File: config.mk
export PLATFORM = sky130hd
export DESIGN_NAME = mole_game_core
export DESIGN_NICKNAME = d
export VERILOG_FILES = /design/src/rtl/mole_pkg.sv /design/src/rtl/mole_slot.sv /design/src/rtl/mole_game_core.sv
export SDC_FILE = /design/constraint.sdc
export NUM_CORES = 1
export LEC_CHECK = 0
export BUFFER_PORTS_ARGS = -buffer_cell sky130_fd_sc_hd__buf_2
export CAP_MARGIN = 30
export CORE_MARGIN = 2
export CORE_UTILIZATION = 60
export CTS_BUF_LIST = sky130_fd_sc_hd__clkbuf_4 sky130_fd_sc_hd__clkbuf_8
export DETAILED_ROUTE_END_ITERATION = 16
export GPL_ROUTABILITY_DRIVEN = 0
export PLACE_DENSITY_LB_ADDON = 0.08
export SETUP_SLACK_MARGIN = 0.3
export SYNTH_ARGS = -nofsm -noshare
export SYNTH_HDL_FRONTEND = slang
export SYNTH_HIERARCHICAL = 1
export SYNTH_SLANG_ARGS = --single-unit
File: constraint.sdc
create_clock -name clock -period 17.3 [get_ports clock]
set_clock_uncertainty 0.1 [all_clocks]
set_input_delay 0.865 -clock clock [delete_from_list [all_inputs] [get_ports clock]]
set_output_delay 0.865 -clock clock [all_outputs]
set_load 0.1 [all_outputs]
File: src/rtl/mole_pkg.sv
// Shared definitions for the whack-a-mole game core:
// state encodings, LFSR constants and default parameters.
package mole_pkg;

    typedef enum logic [2:0] {
        ST_IDLE  = 3'd0,
        ST_READY = 3'd1,
        ST_ARM   = 3'd2,
        ST_PLAY  = 3'd3,
        ST_OVER  = 3'd4
    } game_state_e;

    localparam logic [15:0] LFSR_SEED = 16'hACE1;
    // x^16 + x^14 + x^13 + x^11 + 1, Fibonacci form shifting left
    localparam logic [15:0] LFSR_TAPS = 16'hB400;

    localparam int DEF_N_MOLES     = 5;
    localparam int DEF_TICK_DIV    = 50;
    localparam int DEF_GAME_TICKS  = 30;
    localparam int DEF_SPAWN_TICKS = 1;
    localparam int DEF_MOLE_LIFE   = 3;
    localparam int DEF_SCORE_W     = 8;

    function automatic logic [15:0] lfsr_next(input logic [15:0] v);
        return {v[14:0], ^(v & LFSR_TAPS)};
    endfunction

endpackage

File: src/rtl/mole_slot.sv
// One mole hole: occupancy flag plus remaining-life counter.
// Clear beats strike, strike beats expiry, so a struck mole never escapes.
module mole_slot
    import mole_pkg::*;
#(
    parameter int MOLE_LIFE = DEF_MOLE_LIFE
) (
    input  logic clock,
    input  logic reset,
    input  logic clear,
    input  logic raise,
    input  logic strike,
    input  logic tick,
    output logic up,
    output logic escape
);

    logic       up_q, up_d;
    logic [3:0] life_q, life_d;

    always_comb begin
        up_d   = up_q;
        life_d = life_q;
        escape = 1'b0;
        if (clear) begin
            up_d   = 1'b0;
            life_d = '0;
        end else if (strike && up_q) begin
            up_d   = 1'b0;
            life_d = '0;
        end else if (up_q && tick) begin
            life_d = life_q - 4'd1;
            if (life_q == 4'd1) begin
                up_d   = 1'b0;
                escape = 1'b1;
            end
        end else if (raise && !up_q) begin
            up_d   = 1'b1;
            life_d = 4'(MOLE_LIFE);
        end
    end

    always_ff @(posedge clock or posedge reset) begin
        if (reset) begin
            up_q   <= 1'b0;
            life_q <= '0;
        end else begin
            up_q   <= up_d;
            life_q <= life_d;
        end
    end

    assign up = up_q;

endmodule

File: src/rtl/mole_game_core.sv
// Whack-a-mole game core: state machine, tick divider, LFSR spawner,
// strike evaluation and saturating score/miss counters.
module mole_game_core
    import mole_pkg::*;
#(
    parameter int N_MOLES     = DEF_N_MOLES,
    parameter int TICK_DIV    = DEF_TICK_DIV,
    parameter int GAME_TICKS  = DEF_GAME_TICKS,
    parameter int SPAWN_TICKS = DEF_SPAWN_TICKS,
    parameter int MOLE_LIFE   = DEF_MOLE_LIFE,
    parameter int SCORE_W     = DEF_SCORE_W,
    localparam int IDX_W      = $clog2(N_MOLES + 1)
) (
    input  logic               clock,
    input  logic               reset,
    input  logic               start,
    input  logic               hit_valid,
    input  logic [IDX_W-1:0]   hit_idx,
    output logic [2:0]         state,
    output logic [N_MOLES-1:0] moles_up,
    output logic [SCORE_W-1:0] score,
    output logic [SCORE_W-1:0] misses,
    output logic [5:0]         time_left,
    output logic               hit_pulse,
    output logic               miss_pulse,
    output logic               escape_pulse,
    output logic               game_over
);

    localparam int DIV_W = $clog2(TICK_DIV + 1);
    localparam int SPN_W = $clog2(SPAWN_TICKS + 1);

    game_state_e        state_q, state_d;
    logic [DIV_W-1:0]   div_q, div_d;
    logic [SPN_W-1:0]   spn_q, spn_d;
    logic [5:0]         time_q, time_d;
    logic [15:0]        lfsr_q, lfsr_d;
    logic [SCORE_W-1:0] score_q, score_d;
    logic [SCORE_W-1:0] miss_q, miss_d;
    logic               hit_pulse_q, miss_pulse_q;
    logic               escape_pulse_q, game_over_q;

    logic               in_play, tick, spawn, expire_now;
    logic               hit, miss, slot_clear;
    logic [IDX_W-1:0]   spawn_sel;
    logic [N_MOLES-1:0] up_w, esc_w, strike, raise;

    assign in_play    = state_q == ST_PLAY;
    assign tick       = in_play && div_q == DIV_W'(TICK_DIV - 1);
    assign spawn      = tick && spn_q == SPN_W'(SPAWN_TICKS - 1);
    assign expire_now = tick && time_q == 6'd1;
    assign slot_clear = !in_play || expire_now;
    assign spawn_sel  = IDX_W'(lfsr_q % 16'(N_MOLES));

    // A strike on a hole also blocks a spawn into that hole this cycle
    always_comb begin
        strike = '0;
        raise  = '0;
        for (int i = 0; i < N_MOLES; i++) begin
            strike[i] = in_play && hit_valid
                     && hit_idx == IDX_W'(i + 1);
            raise[i]  = spawn && spawn_sel == IDX_W'(i)
                     && !strike[i];
        end
    end

    assign hit  = |(strike & up_w);
    assign miss = in_play && hit_valid && !hit;

    for (genvar g = 0; g < N_MOLES; g++) begin : g_slot
        mole_slot #(
            .MOLE_LIFE(MOLE_LIFE)
        ) u_slot (
            .clock (clock),
            .reset (reset),
            .clear (slot_clear),
            .raise (raise[g]),
            .strike(strike[g]),
            .tick  (tick),
            .up    (up_w[g]),
            .escape(esc_w[g])
        );
    end

    always_comb begin
        state_d = state_q;
        div_d   = div_q;
        spn_d   = spn_q;
        time_d  = time_q;
        score_d = score_q;
        miss_d  = miss_q;
        lfsr_d  = lfsr_next(lfsr_q);
        case (state_q)
            ST_IDLE:  state_d = ST_READY;
            ST_READY: if (start) state_d = ST_ARM;
            ST_ARM: begin
                state_d = ST_PLAY;
                div_d   = '0;
                spn_d   = '0;
                time_d  = 6'(GAME_TICKS);
                score_d = '0;
                miss_d  = '0;
            end
            ST_PLAY: begin
                div_d = tick ? '0 : div_q + DIV_W'(1);
                if (spawn)     spn_d = '0;
                else if (tick) spn_d = spn_q + SPN_W'(1);
                if (tick)       time_d  = time_q - 6'd1;
                if (expire_now) state_d = ST_OVER;
                if (hit && score_q != '1)
                    score_d = score_q + SCORE_W'(1);
                if (miss && miss_q != '1)
                    miss_d = miss_q + SCORE_W'(1);
            end
            ST_OVER:  if (start) state_d = ST_ARM;
            default:  state_d = ST_IDLE;
        endcase
    end

    always_ff @(posedge clock or posedge reset) begin
        if (reset) begin
            state_q        <= ST_IDLE;
            div_q          <= '0;
            spn_q          <= '0;
            time_q         <= '0;
            lfsr_q         <= LFSR_SEED;
            score_q        <= '0;
            miss_q         <= '0;
            hit_pulse_q    <= 1'b0;
            miss_pulse_q   <= 1'b0;
            escape_pulse_q <= 1'b0;
            game_over_q    <= 1'b0;
        end else begin
            state_q        <= state_d;
            div_q          <= div_d;
            spn_q          <= spn_d;
            time_q         <= time_d;
            lfsr_q         <= lfsr_d;
            score_q        <= score_d;
            miss_q         <= miss_d;
            hit_pulse_q    <= hit;
            miss_pulse_q   <= miss;
            escape_pulse_q <= |esc_w;
            game_over_q    <= state_d == ST_OVER;
        end
    end

    assign state        = state_q;
    assign moles_up     = up_w;
    assign score        = score_q;
    assign misses       = miss_q;
    assign time_left    = time_q;
    assign hit_pulse    = hit_pulse_q;
    assign miss_pulse   = miss_pulse_q;
    assign escape_pulse = escape_pulse_q;
    assign game_over    = game_over_q;

endmodule

==> results_dict.tcl, run 1 <==
set metrics [dict create \
    post-route-period-util 0.544 \
    yosys.area.top_type "dfrtp_1" \
    worst_setup_path_end_kind "flop" \
    cts_made_buffers 9 \
    fin_util 0.666 \
    track_usage 0.280 \
    min_path_type "in -> async" \
    slew_headroom 0.309 \
    outcome "completed" \
    cp_max_fo 16 \
    grt_pass1_vias 5684 \
    hold_viol_final 0 \
    setup.worst_path.class "reg -> reg" \
    place_ws_ns 8.05 \
    p_leak_nw 2.86 \
    post_cts.repair.setup_buffers 0 \
    synth_nets 793 \
    seq_area_frac_synth 0.300 \
    peakVddDrop_v 0.000174 \
    power-per-cell-area_nw_per_um2 74.1 \
    cp_slowest_cell "dfrtp_1" \
    rsz0062_at_grt "false" \
    yosys_warnings 6 \
    root_buffer "clkbuf_8" \
    design_area_um2 6910 \
    drive_above_1_share 0.151 \
    clock-sinks 77 \
    via_per_inst 6.54 \
    crit_required_ns 17.44 \
    final_cells 932 \
    cts.path.max_buffers 2 \
    synth_edf_count 0 \
    setup_viol 0 \
    placed_area_um2 6720 \
    antenna_found_initial 0 \
    wl_mm 15.8 \
    io_pins 41 \
    nets 820 \
    power_mw 0.511 \
    grt_overflow 0 \
    synthTopCellsByArea "dfrtp_1, ha_1, nand2_1" \
    dp.cells 915 \
    drcViolationCount 0 \
    grt_max_degree 52 \
    route.detailed.wl_per_inst_um 16.9 \
    ant_nets 0 \
    path_clk_slew_ns 0.09 \
    cts_resized 0 \
    worst_slew_pin_slew_ns 1.03 \
    drt_iter0_markers 566 \
    fin_hold_ws_ns 0.309 \
    synthFlopType "dfrtp_1" \
    clk_latency_ns 0.35 \
    fmax_ghz 0.106 \
    portBuffers 40 \
    die_y_um 108 \
    slew_viol_final 0 \
    num_vias 6095 \
    fin_ws_ns 7.89 \
    fin_tns_setup_ns 0 \
    yosys.area.top_type_share 0.267 \
    max_stage_delay_ns 0.67 \
    first_pass_iters 5 \
    n_antenna_cell 0 \
    ys_types 95 \
    area_delta_synth_final_pct 6.96 \
    mostFrequentLayoutCells "nand2_1, dfrtp_1, nor2_1" \
    start_kind "flop" \
    maxCapViolCount 0 \
    dieArea_um2 11600 \
    final_common_cell "nand2_1" \
    arrival_ns 9.54 \
    hpwl_mm 11.3 \
    core_um2 10400 \
    ys_seq_elements 77 \
    cts_hold_buf 0 \
    period_needed_ns 9.41 \
    async_flop_share 1.00 \
    syn_avg_cell_area_um2 8.45 \
    synth_cells 764 \
    cts_tree "built" \
    initial_utilization 0.623 \
    die_w_um 108 \
    syn-cell-area_um2 6460 \
    rows 37 \
    cts_max_level 3 \
    grt_pass1_wl_mm 26.7 \
]
-- area by class of cell --
type                       instances  area, um2
clock buffer                      10        138
clock inverter                     6       46.3
fill                             895       3460
inverter                          42        158
multi-input combinational        616       4220
sequential                        77       1940
tap                              136        170
timing repair buffer              45        233
-- critical path, delay by kind of cell, from the launching register on --
kind / cells / cell delay [ns]
AOI/OAI and AO/OA: 15 / 4.26
and+or+nand+nor: 13 / 2.85
adders and majority gates: 3 / 0.84
DFF: 1 / 0.67
muxes: 1 / 0.40
buffers and inverters: 2 / 0.18
-- layer usage --
metal	track usage	share of wire	up-vias
met5	0	0	-
met4	0.0714	0.015	0
met3	0.0436	0.055	25
met2	0.462	0.47	222
met1	0.384	0.46	2903
li1	-	-	2945
-- path summary, 6_finish.rpt --
kind,from,slack [ns],to,depth (start not counted)
hold reg to reg,lfsr_q[5]$_DFF_PP1_,0.38,lfsr_q[6]$_DFF_PP1_,0
hold / removal,reset,0.31,escape_pulse$_DFF_PP0_,2
min in group clock,lfsr_q[5]$_DFF_PP1_,0.38,lfsr_q[6]$_DFF_PP1_,0
max in group asynchronous,reset,15.99,score[0]$_DFFE_PP0P_,3
setup / recovery,lfsr_q[12]$_DFF_PP0_,7.89,g_slot[4].u_slot/life_q[1]$_DFFE_PP0P_,34
setup reg to reg,lfsr_q[12]$_DFF_PP0_,7.89,g_slot[4].u_slot/life_q[1]$_DFFE_PP0P_,34
-- power by group --
| part | switching (mW) | internal (mW) | total [mW] | leakage (nW) |
|---|---|---|---|---|
| Sequential | 0.0208 | 0.198 | 0.218 | 0.998 |
| Clock | 0.0720 | 0.0571 | 0.129 | 0.0893 |
| Combinational | 0.131 | 0.0327 | 0.164 | 1.77 |
-- logic make-up (layout without fill, tap and decap cells) --
logic type,after synthesis,count (layout),synth area share
adders and majority gates,22,22,0.0426
buffers and inverters,71,103,0.0461
muxes,20,20,0.0324
xor gates and xnor gates,22,22,0.0298
DFF,77,77,0.300
AOI/OAI and AO/OA,224,224,0.252
and+or+nand+nor,328,328,0.297
-- state kept, by name, indices dropped and copies added (netlist names) --
name                  cells
div_q                     6
escape_pulse              1
g_slot.u_slot/life_q     20
g_slot.u_slot/up          5
game_over                 1
hit_pulse                 1
lfsr_q                   16
miss_pulse                1
misses                    8
score                     8
spn_q                     1
state                     3
time_left                 6
-- synth_stat cells, drive strengths merged (6+ instances only) --
cell and number:
and2 6, nor4b 15, ha 22, or3 12
a21oi 36, nand3b 10, xnor2 8, dfstp 8
and3 6, o22ai 12, nand4 12, a21o 14
mux2 7, clkbuf 15, o21ai 47, o31ai 8
nor2 67, o211ai 12, dfrtp 69, nor3 31
nand2b 21, mux2i 13, a31oi 7, o41ai 6
xor2 14, o2111ai 7, nand3 21, o21a 7
inv 39, a211oi 12, and4 6, nor4 9
buf 14, nand2 73, a221oi 6, nor2b 12
(Power assumes the default switching activity.)
==> run 2: changes to the inputs <==
- ABC_AREA: not set -> 1
- clock period: 17.3 -> 9 ns (I/O delays scaled with it)
==> results_dict.tcl, run 2 <==
set metrics [dict create \
    synthFlopType "dfrtp_1" \
    root_buffer "clkbuf_8" \
    cp_slowest_cell "dfrtp_1" \
    r2r_end "g_slot[1].u_slot/life_q[2]$_DFFE_PP0P_" \
    die_w_um 101 \
    ys_types 39 \
    slew_headroom 0.616 \
    min_path_type "in -> reg" \
    nets 879 \
    design_area_um2 6280 \
    synth_cells 795 \
    synth_commonest_cells "nand2_1, inv_1, nor2_1, nand3_1, dfrtp_1" \
    hpwl_mm 9.27 \
    fin_util 0.686 \
    grt.met3_usage 0.0451 \
    power_mw 1.15 \
    worst_slew_pin_slew_ns 0.571 \
    synth-simple-area-share 0.409 \
    slew_viol_final 0 \
    largest_reg_flops 20 \
    synthTopCellsByArea "dfrtp_1, nand2_1, inv_1" \
    n_antenna_cell 0 \
    cts_made_buffers 9 \
    drt_iter0_markers 233 \
    grt_max_degree 41 \
    crit_top_cell "nand2_2" \
    fin_tns_setup_ns 0 \
    core_um2 9150 \
    cts.path.max_buffers 2 \
    via_per_inst 5.30 \
    fillers 757 \
    post-synth-top-count-cell "nand2_1" \
    ys_seq_elements 77 \
    cp_max_fo 5 \
    peakVddDrop_v 0.000197 \
    worst_setup_path_end_kind "flop" \
    die_y_um 101 \
    grt_util_met1 0.322 \
    drive_above_1_share 0.214 \
    p_int_mw 0.706 \
    syn_avg_cell_area_um2 7.06 \
    synth_edf_count 0 \
    post-route-period-util 0.847 \
    power.share.sequential 0.350 \
    path_clk_slew_ns 0.09 \
    whs_endpoint "state[0]$_DFF_PP0_" \
    seq_area_frac_synth 0.345 \
    max_stage_delay_ns 0.42 \
    ant_nets 0 \
    hold_viol_final 0 \
    final_cells 966 \
    fin_ws_ns 1.38 \
    portBuffers 40 \
    arrival_ns 7.78 \
    cts_resized 0 \
    route.detailed.wl_per_inst_um 12.5 \
    crit_required_ns 9.15 \
    p_leak_nw 3.46 \
    clk_latency_ns 0.36 \
    cts_tree "built" \
    grt_pass1_wl_mm 21.2 \
    synth_xor_area_frac 0.0227 \
    yosys.area.top_type_share 0.308 \
    async_flop_share 1.00 \
    final_common_cell "nand2_1" \
    synth_compound_area_frac 0.0731 \
    cp-startpoint "lfsr_q[12]$_DFF_PP0_" \
    r2r_cells 71 \
    reg_top3 "g_slot.u_slot/life_q (20), lfsr_q (16)" \
    outcome "completed" \
    rows 35 \
    regArea_um2 1940 \
    grt_use_met2 0.439 \
    initial_utilization 0.613 \
    dp.cells 949 \
    io_pins 41 \
    rsz0062_at_grt "false" \
    drcViolationCount 0 \
    antenna_found_initial 0 \
    hold_depth 2 \
    yosys.area.top_type "dfrtp_1" \
    p_clk_frac 0.333 \
    synth_nets 824 \
    synth_top_family_by_area "simple AND/OR/NAND/NOR gates" \
    clock-sinks 77 \
    worst_hold_startpoint "start" \
    maxCapViolCount 0 \
    place_ws_ns 1.46 \
    track_usage 0.255 \
    p_comb_frac 0.317 \
    first_pass_iters 4 \
    grt.busiest_layer "met2" \
    dieArea_um2 10100 \
    setup.worst_path.class "reg -> reg" \
    placed_area_um2 5980 \
    largest-register "g_slot.u_slot/life_q" \
    num_vias 5123 \
    setup_viol 0 \
    grt_overflow 0 \
    start_kind "flop" \
    power-per-cell-area_nw_per_um2 182 \
    multi_input_area_um2 3140 \
    r2r_start "lfsr_q[12]$_DFF_PP0_" \
    fmax_ghz 0.131 \
    wl_mm 12.1 \
    synth_fa_ha_area_frac 0.0490 \
    r2r_slack_ns 1.38 \
    mostFrequentLayoutCells "nand2_1, inv_1, nor2_1" \
    swShare 0.384 \
    fin_hold_ws_ns 0.264 \
    area_delta_synth_final_pct 11.9 \
    cts_max_level 3 \
    yosys_warnings 6 \
    syn-cell-area_um2 5610 \
    period_needed_ns 7.62 \
    synth.area.mux_share 0.00579 \
    switchingPower_mw 0.440 \
    grt_pass1_vias 4964 \
]
run 2: power groups by stage:
stage | logic, mW | clock network [mW] | registers [mW]
2_1_floorplan | 0.196 | 0 | 0.493
3_3_place_gp | 0.351 | 0 | 0.405
3_5_place_dp | 0.360 | 0 | 0.406
4_1_cts | 0.364 | 0.390 | 0.400
5_1_grt | 0.405 | 0.400 | 0.404
6_report | 0.363 | 0.382 | 0.401
run 2: worst max-delay path by stage:
| stage | to | cells after the start |
|---|---|---|
| 5_1_grt | g_slot[1].u_slot/life_q[3]$_DFFE_PP0P_ | 71 |
| 2_1_floorplan | g_slot[0].u_slot/life_q[2]$_DFFE_PP0P_ | 77 |
| 4_1_cts | g_slot[1].u_slot/life_q[2]$_DFFE_PP0P_ | 71 |
| 3_3_place_gp | g_slot[1].u_slot/life_q[3]$_DFFE_PP0P_ | 72 |
| 6_report | g_slot[1].u_slot/life_q[2]$_DFFE_PP0P_ | 71 |
| 3_5_place_dp | g_slot[1].u_slot/life_q[2]$_DFFE_PP0P_ | 70 |
run 2: worst max-delay path: cells and delay by family, from the launching register on:
family / cells / cell delay [ns]
XOR/XNOR: 1 / 0.18
flip-flops: 1 / 0.42
AO/OA/AOI/OAI: 3 / 0.54
AND/OR/NAND/NOR: 55 / 4.99
buffers and inverters: 9 / 0.70
adder cells (fa/ha/maj): 3 / 0.55
run 2: cell families after synthesis:
kind of cell | after synthesis
muxes | 2
adders and majority gates | 22
DFF | 77
and+or+nand+nor | 475
AOI/OAI and AO/OA | 64
xor gates and xnor gates | 13
buffers and inverters | 142
run 2: metal layers:
layer	part of all wire	vias up
met5	0	-
met4	0.017	0
met3	0.032	18
met2	0.48	89
met1	0.47	2383
li1	-	2633
run 2: layout make-up:
| class | count | share of cell area |
|---|---|---|
| well taps | 111 | 0.0221 |
| clock inverters | 7 | 0.0271 |
| flip-flops and latches | 77 | 0.308 |
| inverters | 142 | 0.0853 |
| multi-input cells | 576 | 0.500 |
| clock buffers | 9 | 0.0197 |
| repair buffers | 44 | 0.0371 |
run 2: what timing repair did:
action,4_1_cts,5_1_grt
hold buffers,1,0
endpoints found under the hold margin,26,0
buffers inserted,0,0
endpoints found under the setup margin,0,0
